<file path="config.mk">
export PLATFORM = sky130hd
export DESIGN_NAME = mem_arbiter
export DESIGN_NICKNAME = d
export VERILOG_FILES = /design/src/rtl/mem_arbiter.sv
export SDC_FILE = /design/constraint.sdc
export NUM_CORES = 1
export LEC_CHECK = 0
export BUFFER_PORTS_ARGS = -buffer_cell sky130_fd_sc_hd__buf_4
export CORE_MARGIN = 3
export CORE_UTILIZATION = 45
export CTS_BUF_LIST = sky130_fd_sc_hd__clkbuf_8
export DETAILED_ROUTE_END_ITERATION = 7
export PLACE_DENSITY = 0.88
export SLEW_MARGIN = 20
export SYNTH_ARGS = -nofsm -noshare
export SYNTH_HDL_FRONTEND = slang
export SYNTH_SLANG_ARGS = --single-unit
</file>
<file path="constraint.sdc">
create_clock -name CLK -period 5.3 [get_ports CLK]
set_input_delay 1.06 -clock CLK [delete_from_list [all_inputs] [get_ports CLK]]
set_output_delay 1.06 -clock CLK [all_outputs]
set_load 0.03 [all_outputs]
</file>
<file path="src/rtl/mem_arbiter.sv">
// Arbiter sharing one single-port unified memory between the instruction-fetch
// port and the load/store port. Data accesses win unless the fetch has starved too long.
module mem_arbiter #(
  parameter int WAIT_STATES  = 0,
  parameter int MAX_D_STREAK = 4,
  parameter int ADDR_W       = 10,
  parameter int DATA_W       = 32
) (
  input  logic              CLK,
  input  logic              RST,
  input  logic              i_req,
  input  logic [ADDR_W-1:0] i_addr,
  output logic              i_gnt,
  output logic              i_rvalid,
  output logic [DATA_W-1:0] i_rdata,
  input  logic              d_req,
  input  logic              d_we,
  input  logic [ADDR_W-1:0] d_addr,
  input  logic [DATA_W-1:0] d_wdata,
  output logic              d_gnt,
  output logic              d_rvalid,
  output logic [DATA_W-1:0] d_rdata,
  output logic              mem_en,
  output logic              mem_we,
  output logic [ADDR_W-1:0] mem_addr,
  output logic [DATA_W-1:0] mem_wdata,
  input  logic [DATA_W-1:0] mem_rdata,
  output logic [1:0]        o_state
);

  // Handshake: a requester holds req and its payload until it sees gnt in the
  // same cycle; dropping req earlier withdraws it. Each grant yields exactly
  // one rvalid pulse 2+WAIT_STATES cycles later; there is no backpressure on rvalid.
  typedef enum logic [1:0] {
    ST_IDLE   = 2'd0,
    ST_ACCESS = 2'd1,
    ST_RESP   = 2'd2
  } state_t;

  localparam logic [2:0] WAIT_INIT  = 3'(WAIT_STATES);
  localparam logic [3:0] STREAK_MAX = 4'(MAX_D_STREAK);

  state_t      r_state;
  state_t      w_state_nxt;
  logic [2:0]  r_wait_cnt;
  logic [3:0]  r_streak;
  logic        r_owner_d;
  logic        r_we;
  logic        w_arb;
  logic        w_exhausted;
  logic        w_grant_d;
  logic        w_grant_i;
  logic        w_grant;

  always_comb begin
    w_arb       = (r_state != ST_ACCESS);
    w_exhausted = (r_streak == STREAK_MAX) && i_req;
    w_grant_d   = w_arb && d_req && !w_exhausted;
    w_grant_i   = w_arb && i_req && !w_grant_d;
    w_grant     = w_grant_d || w_grant_i;
  end

  always_ff @(posedge CLK or posedge RST) begin
    if (RST) begin
      r_state <= ST_IDLE;
    end else begin
      r_state <= w_state_nxt;
    end
  end

  always_comb begin
    w_state_nxt = r_state;
    case (r_state)
      ST_IDLE:   if (w_grant) w_state_nxt = ST_ACCESS;
      ST_ACCESS: if (r_wait_cnt == 3'd0) w_state_nxt = ST_RESP;
      ST_RESP:   w_state_nxt = w_grant ? ST_ACCESS : ST_IDLE;
      default:   w_state_nxt = ST_IDLE;
    endcase
  end

  // The memory-side registers double as the transaction latch.
  always_ff @(posedge CLK or posedge RST) begin
    if (RST) begin
      r_wait_cnt <= 3'd0;
      r_streak   <= 4'd0;
      r_owner_d  <= 1'b0;
      r_we       <= 1'b0;
      mem_en     <= 1'b0;
      mem_we     <= 1'b0;
      mem_addr   <= '0;
      mem_wdata  <= '0;
    end else begin
      if (w_grant) begin
        r_wait_cnt <= WAIT_INIT;
        r_owner_d  <= w_grant_d;
        r_we       <= w_grant_d && d_we;
        mem_addr   <= w_grant_d ? d_addr : i_addr;
        if (w_grant_d) mem_wdata <= d_wdata;
      end else if (r_state == ST_ACCESS && r_wait_cnt != 3'd0) begin
        r_wait_cnt <= r_wait_cnt - 3'd1;
      end
      mem_en <= (w_state_nxt == ST_ACCESS);
      mem_we <= (w_state_nxt == ST_ACCESS) && (w_grant ? (w_grant_d && d_we) : r_we);
      if (!i_req || w_grant_i) begin
        r_streak <= 4'd0;
      end else if (w_grant_d && r_streak != STREAK_MAX) begin
        r_streak <= r_streak + 4'd1;
      end
    end
  end

  always_comb begin
    i_gnt    = w_grant_i && !RST;
    d_gnt    = w_grant_d && !RST;
    i_rvalid = (r_state == ST_RESP) && !r_owner_d;
    d_rvalid = (r_state == ST_RESP) && r_owner_d;
    i_rdata  = i_rvalid ? mem_rdata : '0;
    d_rdata  = (d_rvalid && !r_we) ? mem_rdata : '0;
    o_state  = r_state;
  end

endmodule
</file>
# == Word-level counts from Yosys, hierarchy flattened ==
# Index checks and enable logic that the tools add are counted.
# classes
eq_ne,6
muxes,12
reduce_logical,28
addsub,2
# ops
cell,n
$mux 32,2
$logic_and 1x1->1,14
$mux 10,1
$mux 4,2
$logic_not 1->1,6
$mux 3,2
$pmux 2 s3,1
$add 4x1->4 const B,1
$eq 2x1->1 const B,2
$eq 4x3->1 const B,1
$mux 2,2
$ne 4x3->1 const B,1
$reduce_bool 2->1,2
$logic_not 3->1,1
$reduce_bool 3->1,1
$sub 3x1->3 const B,1
$eq 2x2->1 const B,1
$logic_not 2->1,1
$logic_or 1x1->1,2
$mux 1,2
$ne 2x1->1 const B,1
$reduce_and 2->1,1
# totals
elab_cells,57
inputBits,89
regBits,55
output_inout_bits,114

# == Longest topological paths before layout ==
# logic_depth
word_depth,11
mapped_depth,8
depth_no_buf,6

# == Worst setup path before layout ==
# OpenSTA, ideal clock, no wires.
# synth_path
kind,input to output
start,input d_req
end,output i_gnt
cell_stages,3
t_arrival_ps,2222
n_path_buf,0
slack_ps,2018
t_required_ps,4240
path_cell_list,inv_1 -> a211oi_1 -> nor4b_1
# synth_between
elab_chain_len,5
# synth_rtl
element,line,source
"start, declared",16,"input logic d_req,"
$logic_and 1x1->1 (2 in a row),58,w_grant_d = w_arb && d_req && !w_exhausted;
$logic_not 1->1,59,w_grant_i = w_arb && i_req && !w_grant_d;
$logic_and 1x1->1,59,
$logic_and 1x1->1,113,i_gnt = w_grant_i && !RST;
"end, declared",13,"output logic i_gnt,"
# Every way passes these cells.

# == Worst setup path in the final report ==
# layout_path
start,register r_state[0] (netlist: o_state[0])
end,output d_rdata[30]
# layout_between
elab_chain_len,4
# layout_rtl
element,line,source
"start, declared",43,state_t r_state;
"start signal, assigned",67,r_state <= w_state_nxt;
$eq 2x2->1,116,d_rvalid = (r_state == ST_RESP) && r_owner_d;
$logic_and 1x1->1,116,
$logic_and 1x1->1,118,d_rdata = (d_rvalid && !r_we) ? mem_rdata : '0;
$mux 32,118,
"end, declared",22,"output logic [DATA_W-1:0] d_rdata,"
# Every way passes these cells.

==> impl_metrics.csv <==
group,metric,value,unit
worst_setup_path,path_class,"reg2out",
synth,synth_xor_area_frac,0.00635,
placement,io_buffers,202,
placement,place_congestion,0.912,
routing,drc_errors,0,
clock_tree,numCtsBuffers,5,
clock_tree,postCtsSetupRepairBufs,0,
sta,min_period,3.06,ns
global_route,grt_pass1_vias,2825,
global_route,track_usage,0.242,
floorplanning,start_util,0.483,
synth,synth.most_common_cell,"nand2_1",
hold_path,min_from,"mem_wdata[7]$_DFFE_PP0P_",
worst_setup_path,cp-end-kind,"primary output",
sta,finalHoldViolations,0,
layout,nNetsFinal,618,
power,ir_drop,0.405,mV
worst_setup_path,setup.worst_path.start_class,"flop",
synth,syn_area,0.00276,mm2
synth,synth_warnings,0,
sta,slew_violations,0,
synth,ys_top_cells_by_count,"110 x nand2_1, 65 x and2_1, 55 x dfrtp_1",
layout,n_antenna_cell,0,
worst_setup_path,reg2reg_depth,4,
synth,synth.ff_latch_count,55,
sta,tightest_slew,1.10,ns
sta,rsz0062_at_grt,"no",
hold_path,hold_end,"mem_wdata[7]$_DFFE_PP0P_",
power,power,2.51,mW
worst_setup_path,cp.required,4.24,ns
worst_setup_path,crit_fanout,32,
clock_tree,clockBufferDepth,2,
sta,fin_skew,0.00995,ns
worst_setup_path,r2r-start,"o_state[0]$_DFF_PP0_",
worst_setup_path,reg2reg_slack,3.54,ns
synth,syn_nets,422,
layout,final_layout_size_suffix_gt1_frac,0.411,
layout,fillers,416,
synth,synth_top_family_by_area,"simple AND/OR/NAND/NOR gates",
routing,antenna_left,0,
sta,maxSlewHeadroom,0.261,
clock_tree,tritoncts,"done",
global_route,grt-ovfl-total,0,
sta,max_freq,327,MHz
routing,first_pass_iters,4,
clock_tree,clkTransAtPathRegs,0.09,ns
floorplanning,fp.dieArea,0.00711,mm2
synth,synth_flop_cell,"dfrtp_1",
sta,hold_ws,0.481,ns
clock_tree,htree_levels,2,
synth,yosys.area.top_type,"dfrtp_1",
routing,wl_per_cell,15.0,um
global_route,grt_max_degree,45,
clock_tree,cts_resized,0,
sta,fin_setup_tns,0,ns
hold_path,hold-path-cell-count,2,
routing,first_iter_violations,95,
synth,yosysSeqAreaShare,0.499,
placement,pre_cts_slack,2.34,ns
synth,synth_top_area_share,0.499,
power,power_density,566,mW/mm2
floorplanning,fp.dieW,84.3,um
synth,synth_edf_count,0,
clock_tree,cts_hold_buf,0,
floorplanning,rows,27,
placement,dp_hpwl,7030,um
synth,synth_compound_area_frac,0.0639,
run,maxCapViolCount,0,
routing,viasPerCell,4.87,
synth,avgSynthCellArea,8.39,um2
floorplanning,io_pins,203,
synth,async_reset_ff_frac,1.00,
layout,utilization,0.776,
routing,via_count,2911,
sta,period_share,0.577,
synth,synthMuxAreaShare,0.00363,
global_route,antenna_found_initial,0,
synth,synthTopCellsByArea,"dfrtp_1 50%, nand2_1 15%, and2_1 15%, a21oi_1 3.8%, nor2_1 2.3%",
worst_setup_path,rr_endpoint,"mem_addr[3]$_DFFE_PP0P_",
sta,setup_viol,0,
synth,synth_fa_ha_area_frac,0.0181,
hold_path,hold_class,"reg2reg",
synth,synth-simple-area-share,0.367,
clock_tree,worst_skew_pair.late_latency,0.31,ns
floorplanning,coreArea,0.00571,mm2
sta,finalWorstSetupSlack,2.24,ns
worst_setup_path,critPathArrivalTime,2.00,ns
floorplanning,fp.dieH,84.3,um
clock_tree,cts_sinks,55,
clock_tree,clockRootBuffer,"clkbuf_8",
power,leakage,2.48,nW
run_status,outcome,"completed",
synth,syn_inst,329,
global_route,grt_pass1_wl,13900,um
synth,synth_cell_type_count,29,
routing,drt_wl_total,8950,um
layout,syn_to_final_growth,60.6,%
worst max-delay path, cell delays in order (launching register included):
cell and delay [ns]:
dfrtp_1 0.45, and3b_1 0.25, and2b_1 0.60, and2_1 0.23, buf_4 0.16
metal layers:
| layer | track usage | part of all wire | vias to the layer above | routed length (um) |
|---|---|---|---|---|
| met5 | 0 | 0 | - | 0 |
| met2 | 0.466 | 0.55 | 126 | 4890 |
| met1 | 0.255 | 0.36 | 1361 | 3190 |
| met3 | 0.0775 | 0.088 | 7 | 791 |
| li1 | - | - | 1417 | - |
| met4 | 0.0556 | 0.0091 | 0 | 81 |
stage by stage:
stage               std cells  instance area [um2]
finish                    598                 4430
global route              598                 4430
CTS                       598                 4430
detailed placement        590                 4310
global placement          590                 4310
floorplan                 329                 2760
how the worst max path moves through the flow:
stage	from	to	slack (ns)
2_1_floorplan	d_req	i_gnt	2.02
3_3_place_gp	d_req	i_gnt	2.39
3_5_place_dp	d_req	i_gnt	2.34
4_1_cts	o_state[0]$_DFF_PP0_	d_rdata[24]	2.23
5_1_grt	o_state[0]$_DFF_PP0_	d_rdata[30]	2.04
6_report	o_state[0]$_DFF_PP0_	d_rdata[30]	2.24
power breakdown:
| part | internal, mW | switching (mW) |
|---|---|---|
| clock | 0.156 | 0.138 |
| sequential | 0.616 | 0.117 |
| combinational | 0.531 | 0.950 |
cell families after synthesis:
logic type | after synthesis
xor gates and xnor gates | 2
muxes | 1
DFF | 55
AOI/OAI and AO/OA | 32
buffers and inverters | 24
and+or+nand+nor | 211
adders and majority gates | 4
layout by cell type (no fill, tap or decap), types with 2 or more instances in the layout:
master	synthesis	routed
and2_1	65	65
inv_1	7	6
nor2_1	17	17
nor2b_1	4	4
o21ai_0	6	5
a21oi_1	21	21
nand2b_1	2	2
nand4b_1	2	2
dfrtp_1	55	55
and2b_1	2	2
ha_1	4	4
nand2_1	110	110
clkbuf_8	0	6
nand3_1	3	3
buf_4	0	206
layout make-up:
cell class	instances	area (um2)	area share
sequential	55	1380	0.311
timing repair buffer	206	1550	0.349
clock inverter	2	38.8	0.00875
multi-input combinational	250	1270	0.287
tap	72	90.1	0.0203
clock buffer	6	82.6	0.0186
inverter	7	26.3	0.00593
sequential cells by signal (all words and copies together), names as in the netlist:
| signal | flops |
|---|---|
| r_wait_cnt | 3 |
| mem_en | 1 |
| o_state | 2 |
| mem_wdata | 32 |
| r_we | 1 |
| mem_addr | 10 |
| r_owner_d | 1 |
| mem_we | 1 |
| r_streak | 4 |
No activity file was read; power rests on OpenSTA's default activity.
